[src/rtl/alu_result_fifo.sv]
// First-word-fall-through buffer for tagged ALU results, with a saturating
// counter of results rejected while the buffer is full.
module alu_result_fifo #(
  parameter int DEPTH = 4,
  parameter int DW    = 8,
  parameter int OPW   = 3
) (
  input  logic                     clk,
  input  logic                     rst,
  input  logic                     in_valid,
  input  logic [DW-1:0]            in_data,
  input  logic [OPW-1:0]           in_op,
  output logic                     in_ready,
  output logic                     out_valid,
  output logic [DW-1:0]            out_data,
  output logic [OPW-1:0]           out_op,
  output logic                     out_zero,
  input  logic                     out_ready,
  output logic [$clog2(DEPTH):0]   count,
  output logic                     full,
  output logic                     empty,
  output logic [7:0]               drop_cnt,
  input  logic                     clr_drop
);

  localparam int PW = $clog2(DEPTH);
  localparam int CW = PW + 1;
  localparam int EW = OPW + DW;

  // Handshake: a word moves on a rising edge only when its valid and ready
  // are both high in the cycle before that edge.
  logic [EW-1:0] mem_q [DEPTH];
  logic [PW-1:0] wr_ptr_q, wr_ptr_d;
  logic [PW-1:0] rd_ptr_q, rd_ptr_d;
  logic [CW-1:0] count_q, count_d;
  logic [7:0]    drop_q, drop_d;
  logic          push, pop, drop;
  logic [EW-1:0] head;

  assign full      = (count_q == CW'(DEPTH));
  assign empty     = (count_q == '0);
  assign in_ready  = !full;
  assign out_valid = !empty;
  assign count     = count_q;
  assign drop_cnt  = drop_q;

  assign push = in_valid && !full;
  assign pop  = !empty && out_ready;
  assign drop = in_valid && full;

  assign head     = mem_q[rd_ptr_q];
  assign out_data = empty ? '0 : head[DW-1:0];
  assign out_op   = empty ? '0 : head[EW-1:DW];
  assign out_zero = out_valid && (out_data == '0);

  always_comb begin
    wr_ptr_d = wr_ptr_q;
    rd_ptr_d = rd_ptr_q;
    count_d  = count_q;
    drop_d   = drop_q;
    if (push) wr_ptr_d = wr_ptr_q + PW'(1);
    if (pop)  rd_ptr_d = rd_ptr_q + PW'(1);
    if (push && !pop)      count_d = count_q + CW'(1);
    else if (pop && !push) count_d = count_q - CW'(1);
    // Clear takes priority over a coincident drop.
    if (clr_drop)                    drop_d = 8'd0;
    else if (drop && drop_q != 8'hFF) drop_d = drop_q + 8'd1;
  end

  always_ff @(posedge clk) begin
    if (rst) begin
      wr_ptr_q <= '0;
      rd_ptr_q <= '0;
      count_q  <= '0;
      drop_q   <= 8'd0;
    end else begin
      wr_ptr_q <= wr_ptr_d;
      rd_ptr_q <= rd_ptr_d;
      count_q  <= count_d;
      drop_q   <= drop_d;
    end
  end

  // Storage is not reset; stale words are unreachable once pointers clear.
  always_ff @(posedge clk) begin
    if (!rst && push) mem_q[wr_ptr_q] <= {in_op, in_data};
  end

endmodule

[config.mk]
export PLATFORM = sky130hd
export DESIGN_NAME = alu_result_fifo
export DESIGN_NICKNAME = d
export VERILOG_FILES = /design/src/rtl/alu_result_fifo.sv
export SDC_FILE = /design/constraint.sdc
export NUM_CORES = 1
export LEC_CHECK = 0
export BUFFER_PORTS_ARGS = -buffer_cell sky130_fd_sc_hd__buf_2
export CORE_AREA = 2 2 72 74
export CTS_CLUSTER_SIZE = 16
export DETAILED_ROUTE_END_ITERATION = 6
export DIE_AREA = 0 0 74 76
export PLACE_DENSITY = 0.76
export SLEW_MARGIN = 20
export SYNTH_ARGS = -nofsm -noshare
export SYNTH_HDL_FRONTEND = slang
export SYNTH_SLANG_ARGS = --single-unit
[constraint.sdc]
create_clock -name clk -period 2.97 [get_ports clk]
set_input_delay 0.594 -clock clk [delete_from_list [all_inputs] [get_ports clk]]
set_output_delay 0.594 -clock clk [all_outputs]
set_load 0.03 [all_outputs]
==> metrics.cfg, run 1 <==
[run_status]
status = completed

[pwr]
p_total_mw = 2.607
worst_ir_drop_vdd_mv = 0.3502
p_leak_nw = 1.158
power_density_nw_per_um2 = 869.9

[synthesis]
yosys.area.top_type = edfxtp_1
synth.distinct_cells = 30
yosysWarnings = 0
synth.most_common_cell = edfxtp_1
synth_area_per_cell_um2 = 15.45
yosysSeqAreaShare_pct = 65.16
synthesis.nets = 188
syn_area_um2 = 2550
ys.flop_type = edfxtp_1
synthTopCellsByCount = edfxtp_1 (44), dfxtp_1 (17), and2_1 (14)
yosys_register_bits = 61
synth.area.top_cells = edfxtp_1 (52%), dfxtp_1 (13%), mux4_1 (9.3%), and2_1 (3.4%), ha_1 (2.9%)
async_reset_ff_share_pct = 0
synthDominantCellAreaShare_pct = 51.82
synth_edf_count = 44
netlist_instances = 165

[grt]
antenna_found_initial = 0
grt_first_pass_wirelength_um = 6810
gr-usage-all-layers_pct = 16.70
grt_overflow = 0
grt_pass1_vias = 1430
grt_max_degree = 15

[worst_setup_path]
cpMostUsedCell = nor4_2
reg2regPathDepth = 9
slowest_delay_ns = 0.61
path_delay_family = multiplexers
cp.required_ns = 2.38
cp-start-kind = register
path_max_fanout = 7
reg2reg_to = count[2]
critPathBufInv = 1
worstSetupEndpointType = primary output
r2r_slack_ns = 0.80
crit_arrival_ns = 2.19
crit_slowest_cell = mux4_1
worstReg2RegStart = count[2]
criticalPathCategory = register to primary output
crit_chain = mux4_1, nor4_2, nand2_1, nor4_2, buf_2

[place]
port_buffers = 42
hpwl_um = 2932
dp.cells = 275
globalplace.congestion = 0.7229
dpl_worst_slack_ns = 0.3883
placed_cell_area_um2 = 2843

[route]
via_count = 1451
via_per_inst = 4.986
route.detailed.drc = 0
routedWlPerCell_um = 14.29
first_pass_iters = 4
ant_nets = 0
first_iter_violations = 90
finalWirelength_um = 4158

[sta]
fmax_mhz = 358.6
drv_slew = 0
clock_skew_ns = 0.008706
rsz0062_at_grt = false
setup_ws_ns = 0.1816
min_period_ns = 2.788
setup_violations = 0
period_share_pct = 93.89
slew_headroom_pct = 60.20
tightestPinTransition_ns = 0.5970
timing.setup.tns_ns = 0
timing.final.hold_violations = 0

[finish]
area_delta_synth_final_pct = 17.52
stdcell_count = 291
diodes = 0
drive_gt1_share_pct = 29.41
final_cell_area_um2 = 2997
final_nets = 239
n_fill_cell = 385

[job]
cap_violations = 0

[clocking]
cts_tree = yes
htree_levels = 3
clk_latency_ns = 0.33
clkTransAtPathRegs_ns = 0.06
ctsHoldBuffers = 0
cts_root_buf = clkbuf_8
cts_max_path_buffers = 2
cts_inserted_buffers = 9
clock_sinks = 61

[floorplanning]
fp.coreArea_um2 = 4912
pin_count = 43
fp-row-count = 26
initial_utilization_pct = 51.91
dieArea_um2 = 5624
die_w_um = 74
fp.dieH_um = 76

[hold_path]
hold_start = in_op[1]
hold_class = input pin to register
whs_endpoint = mem_q[1][9]
hold_depth = 1

==> layout make-up <==
class	count	area [um2]	share of cell area [%]
timing repair buffer	45	232.7	7.766
tap	70	87.58	2.923
clock buffer	13	138.9	4.635
inverter	7	26.28	0.8768
multi-input combinational	92	834.6	27.85
sequential	61	1663	55.49
clock inverter	3	13.76	0.4593
==> what timing repair did <==
action	4_1_cts	5_1_grt
buffers inserted	0	0
endpoints found under the setup margin	0	1
hold endpoints to repair	0	0
resized for setup	0	1
==> flip-flops by register name, indices dropped and copies added, names as in the netlist, named ones only <==
register  flops
count         3
wr_ptr_q      2
mem_q        44
drop_cnt      8
rd_ptr_q      2
==> placed cells by master (no fill, tap or decap), drive strengths merged, types with 3 or more instances in the layout <==
cell type,count
xor2,8
nand2,5
buf,45
inv,7
o21ai,4
edfxtp,44
clkinv,3
nand3,4
dfxtp,17
clkbuf,13
nor2,13
ha,6
and2,15
mux4,11
a21oi,4
nand4,3
or3,4
==> worst register-to-register path, delay by kind of cell (launching register included) <==
family	cells	cell delay, ns
buffers and inverters	2	0.13
and+or+nand+nor	3	0.98
xor gates and xnor gates	1	0.07
adders and majority gates	2	0.40
DFF	1	0.40
AOI/OAI and AO/OA	1	0.13
==> where the power goes <==
group,internal (mW),leakage (nW),switching [mW]
combinational,0.365,0.541,0.601
sequential,0.995,0.538,0.0679
clock,0.298,0.0788,0.280
total,1.66,1.16,0.949
==> routing by layer <==
| metal | share of wire, % | track usage [%] | vias up | routed length [um] |
|---|---|---|---|---|
| li1 | - | - | 723 | - |
| met1 | 44 | 21.94 | 680 | 1838 |
| met2 | 47 | 25.27 | 38 | 1975 |
| met3 | 5.9 | 4.894 | 10 | 247 |
| met4 | 2.3 | 8.182 | 0 | 97 |
| met5 | 0 | 0 | - | 0 |
==> stage by stage <==
step	utilization [%]	hold slack, ns
2_1_floorplan	-	0.4692
3_3_place_gp	57.87	0.4881
3_5_place_dp	57.87	0.4956
4_1_cts	60.98	0.4691
5_1_grt	61.00	0.4732
6_report	61.00	0.4774
==> worst max path at each step <==
stage,start,to,slack (ns),cells past startpoint
detailed placement,register,out_zero,0.39,5
finish,register,out_zero,0.18,5
floorplan,register,out_zero,0.50,5
CTS,register,out_zero,0.006,5
global route,register,out_zero,0.01,5
global placement,register,out_zero,0.44,5
==> cells by family after synthesis <==
family | synth area share (%)
DFF | 65.16
and+or+nand+nor | 11.63
muxes | 11.83
buffers and inverters | 2.110
AOI/OAI and AO/OA | 2.453
xor gates and xnor gates | 3.091
adders and majority gates | 3.729
Power figures use the tool's default switching activity.
==> run 2, diff against run 1 <==
--- a/config.mk
+++ b/config.mk
@@ -6,10 +6,10 @@
 export NUM_CORES = 1
 export LEC_CHECK = 0
 export BUFFER_PORTS_ARGS = -buffer_cell sky130_fd_sc_hd__buf_2
-export CORE_AREA = 2 2 72 74
+export CORE_AREA = 2 2 64 82
 export CTS_CLUSTER_SIZE = 16
 export DETAILED_ROUTE_END_ITERATION = 6
-export DIE_AREA = 0 0 74 76
+export DIE_AREA = 0 0 66 84
 export PLACE_DENSITY = 0.76
 export SLEW_MARGIN = 20
 export SYNTH_ARGS = -nofsm -noshare
==> run 2 against run 1 <==
- global-route usage decreased by 0.16 points
- register-to-register slack barely moved
- sequential power about the same
- via count about the same
- clock-buffer cell count down 3
- sequential share of layout area down 0.64 points
- cell area up 1.2%
- clock power increased by 31%
- combinational power fell by 1%
- critical endpoint unchanged
- largest power group unchanged
- highest routed layer unchanged
==> metrics.cfg, run 2 (same netlist as run 1, synthesis figures left out) <==
[sta]
min_period_ns = 2.729
slew_headroom_pct = 61.22
setup_ws_ns = 0.2413
timing.setup.tns_ns = 0
rsz0062_at_grt = false
clock_skew_ns = 0.006685
setup_violations = 0
fmax_mhz = 366.5
period_share_pct = 91.87
tightestPinTransition_ns = 0.5816
timing.final.hold_violations = 0
drv_slew = 0

[floorplanning]
pin_count = 43
fp.coreArea_um2 = 4862
dieArea_um2 = 5544
fp.dieH_um = 84
fp-row-count = 29
die_w_um = 66
initial_utilization_pct = 52.44

[worst_setup_path]
worstSetupEndpointType = primary output
crit_arrival_ns = 2.13
r2r_slack_ns = 0.81
cp-start-kind = register
worstReg2RegStart = count[1]
crit_slowest_cell = mux4_2
cp.required_ns = 2.38
reg2regPathDepth = 9
crit_chain = buf_4, mux4_2, nor4_2, nand2_1, nor4_2, buf_2
path_max_fanout = 7
slowest_delay_ns = 0.53
reg2reg_to = count[2]
cpMostUsedCell = nor4_2
criticalPathCategory = register to primary output

[route]
ant_nets = 0
finalWirelength_um = 4044
via_count = 1452
routedWlPerCell_um = 14.34
routed.top_layer = met4
wl_met1_um = 1755
route.detailed.drc = 0
first_pass_iters = 4
first_iter_violations = 35
wl_met2_um = 2020
wl_met3_um = 213
via_per_inst = 5.149

[clocking]
htree_levels = 3
ctsHoldBuffers = 0
cts_max_path_buffers = 2
clk_latency_ns = 0.32
cts_tree = yes
cts_inserted_buffers = 9
clkTransAtPathRegs_ns = 0.07
cts_root_buf = clkbuf_8
clock_sinks = 61
cts_setup_buffers = 0

[place]
port_buffers = 42
globalplace.congestion = 0.7066
hpwl_um = 2776
dpl_worst_slack_ns = 0.4580

[hold_path]
hold_class = input pin to register
hold_depth = 1
hold_start = in_data[0]
whs_endpoint = mem_q[3][0]

[grt]
gr-usage-all-layers_pct = 16.54
grt_first_pass_wirelength_um = 6555
grt_overflow = 0
grt_pass1_vias = 1430
antenna_found_initial = 0
grt_max_degree = 15

[finish]
final_common_cell = edfxtp_1
final_cell_mix = edfxtp_1 (44), buf_2 (42), dfxtp_1 (16)
largest_register_ff_count = 44
area_delta_synth_final_pct = 18.89
final_nets = 238
largest-register = mem_q
drive_gt1_share_pct = 30.00
diodes = 0

[run_status]
status = completed

[pwr]
worst_ir_drop_vdd_mv = 0.5844
power_density_nw_per_um2 = 914.1
p_leak_nw = 1.179

[job]
cap_violations = 0

## run 2: changes by cell type in the layout (fill, tap and decap cells not counted), sizes merged
| cell | delta |
|---|---|
| bufinv | +2 |
| clkbuf | -3 |
| clkinv | +1 |
| buf | -1 |
## run 2: per-layer routing
| layer | GRT usage [%] | up-vias |
|---|---|---|
| li1 | - | 716 |
| met1 | 19.91 | 683 |
| met2 | 27.00 | 45 |
| met3 | 4.049 | 8 |
| met4 | 8.905 | 0 |
| met5 | 0 | - |
## run 2: power breakdown
part | internal (mW) | switching [mW] | leakage (nW)
sequential | 0.995 | 0.0649 | 0.538
clock | 0.464 | 0.293 | 0.105
combinational | 0.360 | 0.595 | 0.536
total | 1.82 | 0.952 | 1.18
## run 2: final cells by class
cell class	count	area [um2]
clock buffers	10	127.6
flip-flops and latches	61	1663
inverters	7	26.28
fillers	385	1831
repair buffers	44	225.2
well taps	62	77.57
clock inverters	6	77.57
multi-input cells	92	834.6
## run 2: how the worst max path moves through the flow
stage	slack (ns)	end	cells after the start	start
finish	0.24	out_zero	6	register
global route	0.09	out_zero	6	register
CTS	0.10	out_zero	6	register
detailed placement	0.46	out_zero	6	register
global placement	0.48	out_zero	6	register
floorplan	0.50	out_zero	5	register
## run 2: what timing repair did
item,in CTS,in global routing
hold endpoints to repair,0,0
endpoints found under the setup margin,0,1
resized for setup,0,1
## run 2: worst max-delay path, delay by kind of cell (launching register included)
| kind | cells | cell delay [ns] |
|---|---|---|
| and+or+nand+nor | 3 | 0.47 |
| DFF | 1 | 0.38 |
| muxes | 1 | 0.53 |
| buffers and inverters | 2 | 0.43 |
## run 2: stage by stage
stage	power, mW	util, %	instance area [um2]	instances	hold slack [ns]
finish	2.771	62.35	3032	282	0.4849
global route	2.925	62.35	3032	282	0.4679
CTS	2.805	62.33	3030	282	0.4684
detailed placement	2.047	58.11	2825	266	0.4876
global placement	2.032	58.11	2825	266	0.4908
floorplan	1.797	-	2550	165	0.4692
